<file path="src/rtl/hvtx_island_sched.sv">
// Data-island scheduler: opens HDMI data-island periods in horizontal blanking and shares the
// packet slots of each island between N_REQ sources in round-robin order. Outputs are registered.
module hvtx_island_sched #(
  parameter int unsigned WIDTH        = 12,
  parameter int unsigned FRAME_WIDTH  = 1650,
  parameter int unsigned ACTIVE_WIDTH = 1280,
  parameter int unsigned ISLAND_START = 1284,
  parameter int unsigned N_REQ        = 4,
  parameter int unsigned MAX_PACKETS  = 2
) (
  input  logic             i_clk,
  input  logic             i_rst_n,
  input  logic [WIDTH-1:0] i_x,
  input  logic [WIDTH-1:0] i_y,
  input  logic             i_enable,
  input  logic [N_REQ-1:0] i_req,
  output logic [1:0]       o_period,
  output logic [4:0]       o_beat,
  output logic [N_REQ-1:0] o_grant,
  output logic [N_REQ-1:0] o_ack,
  output logic             o_busy
);

  localparam int unsigned PktW = $clog2(MAX_PACKETS + 1);
  localparam int unsigned IdxW = (N_REQ > 1) ? $clog2(N_REQ) : 1;
  localparam logic [WIDTH-1:0] StartX = WIDTH'(ISLAND_START);

  localparam logic [1:0] PerCtl   = 2'd0;
  localparam logic [1:0] PerPre   = 2'd1;
  localparam logic [1:0] PerGuard = 2'd2;
  localparam logic [1:0] PerData  = 2'd3;

  if (ISLAND_START + 12 + 32 * MAX_PACKETS > FRAME_WIDTH - 10) begin : g_len_check
    $error("hvtx_island_sched: longest island overruns the video preamble");
  end
  if (ISLAND_START < ACTIVE_WIDTH + 4) begin : g_start_check
    $error("hvtx_island_sched: island preamble overlaps active video");
  end

  typedef enum logic [2:0] {StIdle, StPre, StLguard, StData, StTguard} state_e;

  state_e           state_q, state_d;
  logic [4:0]       cnt_q, cnt_d;
  logic [PktW-1:0]  pkts_q, pkts_d;
  logic [IdxW-1:0]  rr_q, rr_d;
  logic [1:0]       period_q, period_d;
  logic [4:0]       beat_q, beat_d;
  logic [N_REQ-1:0] grant_q, grant_d;
  logic [N_REQ-1:0] ack_q, ack_d;
  logic             busy_q, busy_d;

  logic [IdxW-1:0]  grant_idx, rr_next, sel_start;
  logic [N_REQ-1:0] sel_mask, sel_onehot;
  logic             sel_found;

  // Cursor y is only carried for debug visibility.
  logic unused_y;
  assign unused_y = ^i_y;

  function automatic logic [N_REQ-1:0] rr_pick(input logic [N_REQ-1:0] req,
                                               input logic [IdxW-1:0]  start);
    logic [N_REQ-1:0] pick;
    logic [IdxW-1:0]  idx;
    logic             found;
    pick  = '0;
    found = 1'b0;
    for (int unsigned k = 0; k < N_REQ; k++) begin
      idx = IdxW'((32'(start) + k) % N_REQ);
      if (!found && req[idx]) begin
        pick[idx] = 1'b1;
        found     = 1'b1;
      end
    end
    return pick;
  endfunction

  always_comb begin
    grant_idx = '0;
    for (int unsigned i = 0; i < N_REQ; i++) begin
      if (grant_q[i]) grant_idx = IdxW'(i);
    end
    rr_next = (32'(grant_idx) == N_REQ - 1) ? '0 : grant_idx + 1'b1;
    // At a packet boundary the source just acked may still request; skip it.
    sel_mask   = (state_q == StData) ? (i_req & ~grant_q) : i_req;
    sel_start  = (state_q == StData) ? rr_next : rr_q;
    sel_onehot = rr_pick(sel_mask, sel_start);
    sel_found  = |sel_onehot;
  end

  always_comb begin
    state_d = state_q;
    cnt_d   = cnt_q;
    pkts_d  = pkts_q;
    rr_d    = rr_q;
    grant_d = grant_q;
    unique case (state_q)
      StIdle: begin
        if (i_x == StartX && i_enable && |i_req) begin
          state_d = StPre;
          cnt_d   = '0;
          pkts_d  = '0;
        end
      end
      StPre: begin
        if (cnt_q == 5'd7) begin
          state_d = StLguard;
          cnt_d   = '0;
        end else begin
          cnt_d = cnt_q + 5'd1;
        end
      end
      StLguard: begin
        if (cnt_q == 5'd1) begin
          cnt_d = '0;
          if (sel_found) begin
            state_d = StData;
            grant_d = sel_onehot;
          end else begin
            state_d = StTguard;
          end
        end else begin
          cnt_d = cnt_q + 5'd1;
        end
      end
      StData: begin
        if (cnt_q == 5'd31) begin
          cnt_d  = '0;
          rr_d   = rr_next;
          pkts_d = pkts_q + 1'b1;
          if (32'(pkts_q) + 32'd1 < MAX_PACKETS && sel_found) begin
            grant_d = sel_onehot;
          end else begin
            state_d = StTguard;
            grant_d = '0;
          end
        end else begin
          cnt_d = cnt_q + 5'd1;
        end
      end
      StTguard: begin
        if (cnt_q == 5'd1) begin
          state_d = StIdle;
          cnt_d   = '0;
        end else begin
          cnt_d = cnt_q + 5'd1;
        end
      end
      default: begin
        state_d = StIdle;
        cnt_d   = '0;
        grant_d = '0;
      end
    endcase
  end

  // Outputs are decoded from the next state so they land in the same cycle as the state.
  always_comb begin
    unique case (state_d)
      StPre:              period_d = PerPre;
      StLguard, StTguard: period_d = PerGuard;
      StData:             period_d = PerData;
      default:            period_d = PerCtl;
    endcase
    beat_d = (state_d == StData) ? cnt_d : 5'd0;
    ack_d  = (state_d == StData && cnt_d == 5'd31) ? grant_d : '0;
    busy_d = (state_d != StIdle);
  end

  always_ff @(posedge i_clk) begin
    if (!i_rst_n) begin
      state_q  <= StIdle;
      cnt_q    <= '0;
      pkts_q   <= '0;
      rr_q     <= '0;
      period_q <= PerCtl;
      beat_q   <= '0;
      grant_q  <= '0;
      ack_q    <= '0;
      busy_q   <= 1'b0;
    end else begin
      state_q  <= state_d;
      cnt_q    <= cnt_d;
      pkts_q   <= pkts_d;
      rr_q     <= rr_d;
      period_q <= period_d;
      beat_q   <= beat_d;
      grant_q  <= grant_d;
      ack_q    <= ack_d;
      busy_q   <= busy_d;
    end
  end

  assign o_period = period_q;
  assign o_beat   = beat_q;
  assign o_grant  = grant_q;
  assign o_ack    = ack_q;
  assign o_busy   = busy_q;

endmodule

</file>
<file path="config.mk">
export PLATFORM = sky130hd
export DESIGN_NAME = hvtx_island_sched
export DESIGN_NICKNAME = d
export VERILOG_FILES = /design/src/rtl/hvtx_island_sched.sv
export SDC_FILE = /design/constraint.sdc
export NUM_CORES = 1
export LEC_CHECK = 0
export CAP_MARGIN = 20
export CORE_ASPECT_RATIO = 0.75
export CORE_UTILIZATION = 39
export CTS_CLUSTER_DIAMETER = 80
export DETAILED_ROUTE_END_ITERATION = 7
export PLACE_DENSITY_LB_ADDON = 0.1
export SYNTH_ARGS = -nofsm -noshare
export SYNTH_HDL_FRONTEND = slang
export SYNTH_SLANG_ARGS = --single-unit
</file>
<file path="constraint.sdc">
create_clock -name i_clk -period 3.65 [get_ports i_clk]
set_clock_uncertainty 0.05 [all_clocks]
set_input_delay 0.365 -clock i_clk [delete_from_list [all_inputs] [get_ports i_clk]]
set_output_delay 0.365 -clock i_clk [all_outputs]
set_load 0.005 [all_outputs]
</file>
==> impl_metrics.csv <==
group,metric,value,unit
cts,htree_levels,1,
global_routing,antenna_found_initial,0,
floorplanning,die_w,86.9,µm
pwr,leakagePower,1.05,nW
cts,cts_buffer_depth,2,
critical_path,crit_type,"reg2reg",
global_routing,grt_usage,19.6,%
logic_synthesis,synth_area,0.00211,mm²
floorplanning,initial_core_util,41.8,%
floorplanning,core,0.00504,mm²
cells_and_area,finish.instance_area,0.00271,mm²
floorplanning,die-area,0.00570,mm²
timing,tightest_slew,0.512,ns
logic_synthesis,ys_warn_count,0,
routing,via_per_inst,5.36,
cells_and_area,fin_nets,339,
floorplanning,die_y,65.7,µm
logic_synthesis,synth_cell_types,69,
timing,setup_slack,0.194,ns
routing,post_drt_wl_per_cell,14.3,µm
critical_path,critical_path_peak_fanout,5,
cts,path_clk_slew,0.09,ns
logic_synthesis,synth_ff_type,"dfxtp_1",
logic_synthesis,ys_seq_area_share,26.6,%
global_routing,grt_overflow_total,0,
critical_path,arrival,3.57,ns
run,max_cap_violations,0,
logic_synthesis,yosys_register_bits,28,
timing,post-route-period-util,94.7,%
placement,dpl_cell_area,0.00260,mm²
cts,post_cts.repair.setup_buffers,0,
cells_and_area,layout_common_cells,"34 x clkdlybuf4s50_1, 26 x dfxtp_1, 21 x nand2_1",
placement,dp_slack,0.0699,ns
logic_synthesis,synth_enable_flop_cells,0,
logic_synthesis,syn_inst,258,
run_status,status,"finished clean",
cells_and_area,utilization,53.8,%
worst_hold_path,hp-class,"reg2reg",
timing,fin_crit,3.46,ns
cts,tritoncts,"done",
cts,clk_latency,0.27,ns
cells_and_area,num_antenna_cells,0,
cells_and_area,areaGrowthSynthToFinish,28.6,%
pwr,peakVddDrop,0.000181,V
logic_synthesis,async_flop_share,0,%
critical_path,required,3.76,ns
floorplanning,rows,22,
cts,cts_root_buffer,"clkbuf_8",
timing,max_freq,289,MHz
cells_and_area,drive_above_1_share,14.4,%
global_routing,grt_pass1_wl,8.56,mm
critical_path,critical_path.startpoint_type,"register",
timing,hold_violations,0,
routing,vias,1990,
global_routing,grt_pass1_vias,1698,
critical_path,end_kind,"register",
routing,dr.first_iter.drc_count,150,
global_routing,grt_max_degree,19,
timing,slew_headroom,65.4,%
logic_synthesis,syn_avg_cell_area,8.17,µm²
cts,cts_buffers,3,
timing,drv_slew,0,
routing,drc_errors,0,
placement,hpwl,4.18,mm
pwr,p_per_area,225,mW/mm²
cts,cts.sinks,28,
timing,grt_setup_unrepaired,"no",
routing,ant_nets,0,
routing,first_pass_iters,4,
cells_and_area,final_common_cell,"clkdlybuf4s50_1",
pwr,power.total,0.610,mW
timing,fin_setup_tns,0,ns
cells_and_area,nFillCells,474,
placement,portBuffers,34,
logic_synthesis,synth_fp_nets,297,
floorplanning,pin_count,47,
timing,setup_viol,0,
placement,gp_congestion,0.845,
routing,wirelength,5.32,mm
-- per-layer routing --
metal / track usage (%) / wire length [µm]
met1: 32.0 / 3010
met2: 26.4 / 1990
met3: 3.77 / 310
met4: 1.88 / 15
met5: 0 / 0
-- stage by stage --
step | std cells | hold slack (ns)
floorplan | 258 | 0.404
global placement | 367 | 0.422
detailed placement | 367 | 0.440
CTS | 371 | 0.456
global route | 371 | 0.464
finish | 371 | 0.454
-- cells in the mapped netlist, types with 2 or more instances --
cell type / number / share of area (%)
nor2b_1: 10 / 3.0
and2_1: 6 / 1.8
a21oi_1: 20 / 4.8
and3b_1: 2 / 0.83
o21ai_1: 2 / 0.48
o31ai_1: 2 / 0.71
buf_1: 2 / 0.36
nor4b_1: 2 / 0.83
clkbuf_1: 6 / 1.1
nor3_1: 4 / 0.95
buf_2: 5 / 1.2
mux2i_1: 11 / 5.2
nand4_1: 3 / 0.89
a211oi_1: 2 / 0.71
o21bai_1: 2 / 0.71
ha_1: 8 / 4.8
o32a_1: 2 / 0.95
and2_4: 3 / 1.2
nand3_1: 10 / 2.4
a2111o_1: 2 / 1.1
a21boi_0: 3 / 1.1
and3_1: 3 / 0.89
nand2_1: 21 / 3.7
nor2_1: 18 / 3.2
o21ai_0: 9 / 2.1
nor3b_1: 2 / 0.71
dfxtp_1: 28 / 27
nand3b_1: 2 / 0.71
o22ai_1: 2 / 0.59
or2_2: 2 / 0.59
or4b_1: 2 / 0.95
inv_1: 10 / 1.8
or4_1: 2 / 0.71
a22o_1: 2 / 0.83
or3_1: 5 / 1.5
or2_1: 3 / 0.89
nand2b_1: 8 / 2.4
-- cell type report --
class | instances | area, µm² | share of cell area (%)
multi-input cells | 206 | 1480 | 54.7
flip-flops and latches | 28 | 563 | 20.8
repair buffers | 50 | 460 | 17.0
well taps | 72 | 90.1 | 3.33
clock buffers | 3 | 41.3 | 1.52
inverters | 11 | 41.3 | 1.52
clock inverters | 1 | 30.0 | 1.11
-- where the power goes --
part	switching, mW	internal, mW	total [mW]
sequential	0.0000169	0.305	0.305
combinational	0.0269	0.0343	0.0612
clock	0.0964	0.147	0.243
-- path summary, 6_finish.rpt --
path                    from   endpoint  slack (ns)  depth (start not counted)
hold / removal     pkts_q[1]  pkts_q[1]        0.45                          2
hold reg to reg    pkts_q[1]  pkts_q[1]        0.45                          2
setup reg to reg  o_grant[2]     o_busy        0.19                         12
setup / recovery  o_grant[2]     o_busy        0.19                         12
-- cell families (layout without fill, tap and decap cells) --
kind of cell | after synthesis | count (layout) | synth area share (%)
fa+ha+maj | 8 | 8 | 4.75
flops | 28 | 28 | 26.6
simple gates | 114 | 114 | 31.4
mux | 12 | 12 | 5.76
buf+inv | 24 | 65 | 4.57
compound gates | 72 | 72 | 27.0
-- flip-flops by register name, summed over array words and instances (netlist names) --
| name | cells |
|---|---|
| o_ack | 4 |
| o_period | 2 |
| pkts_q | 2 |
| o_grant | 4 |
| o_busy | 1 |
| o_beat | 5 |
| cnt_q | 5 |
| rr_q | 2 |
| state_q | 3 |
-- worst max-delay path, cell delays in order, from the launching register on --
cell,delay (ns)
dfxtp_2,0.38
and2b_1,0.21
o31ai_2,0.35
buf_4,0.19
inv_1,0.05
ha_1,0.20
or2_2,0.32
o32a_4,0.40
o32ai_4,0.31
a211oi_2,0.13
and2_4,0.17
o211a_1,0.24
or3_1,0.35
-- what timing repair did --
item,CTS,global route
hold buffers,0,0
gates resized for setup,0,7
setup endpoints to repair,0,15
Note: power is estimated with default switching activity, not from simulation.
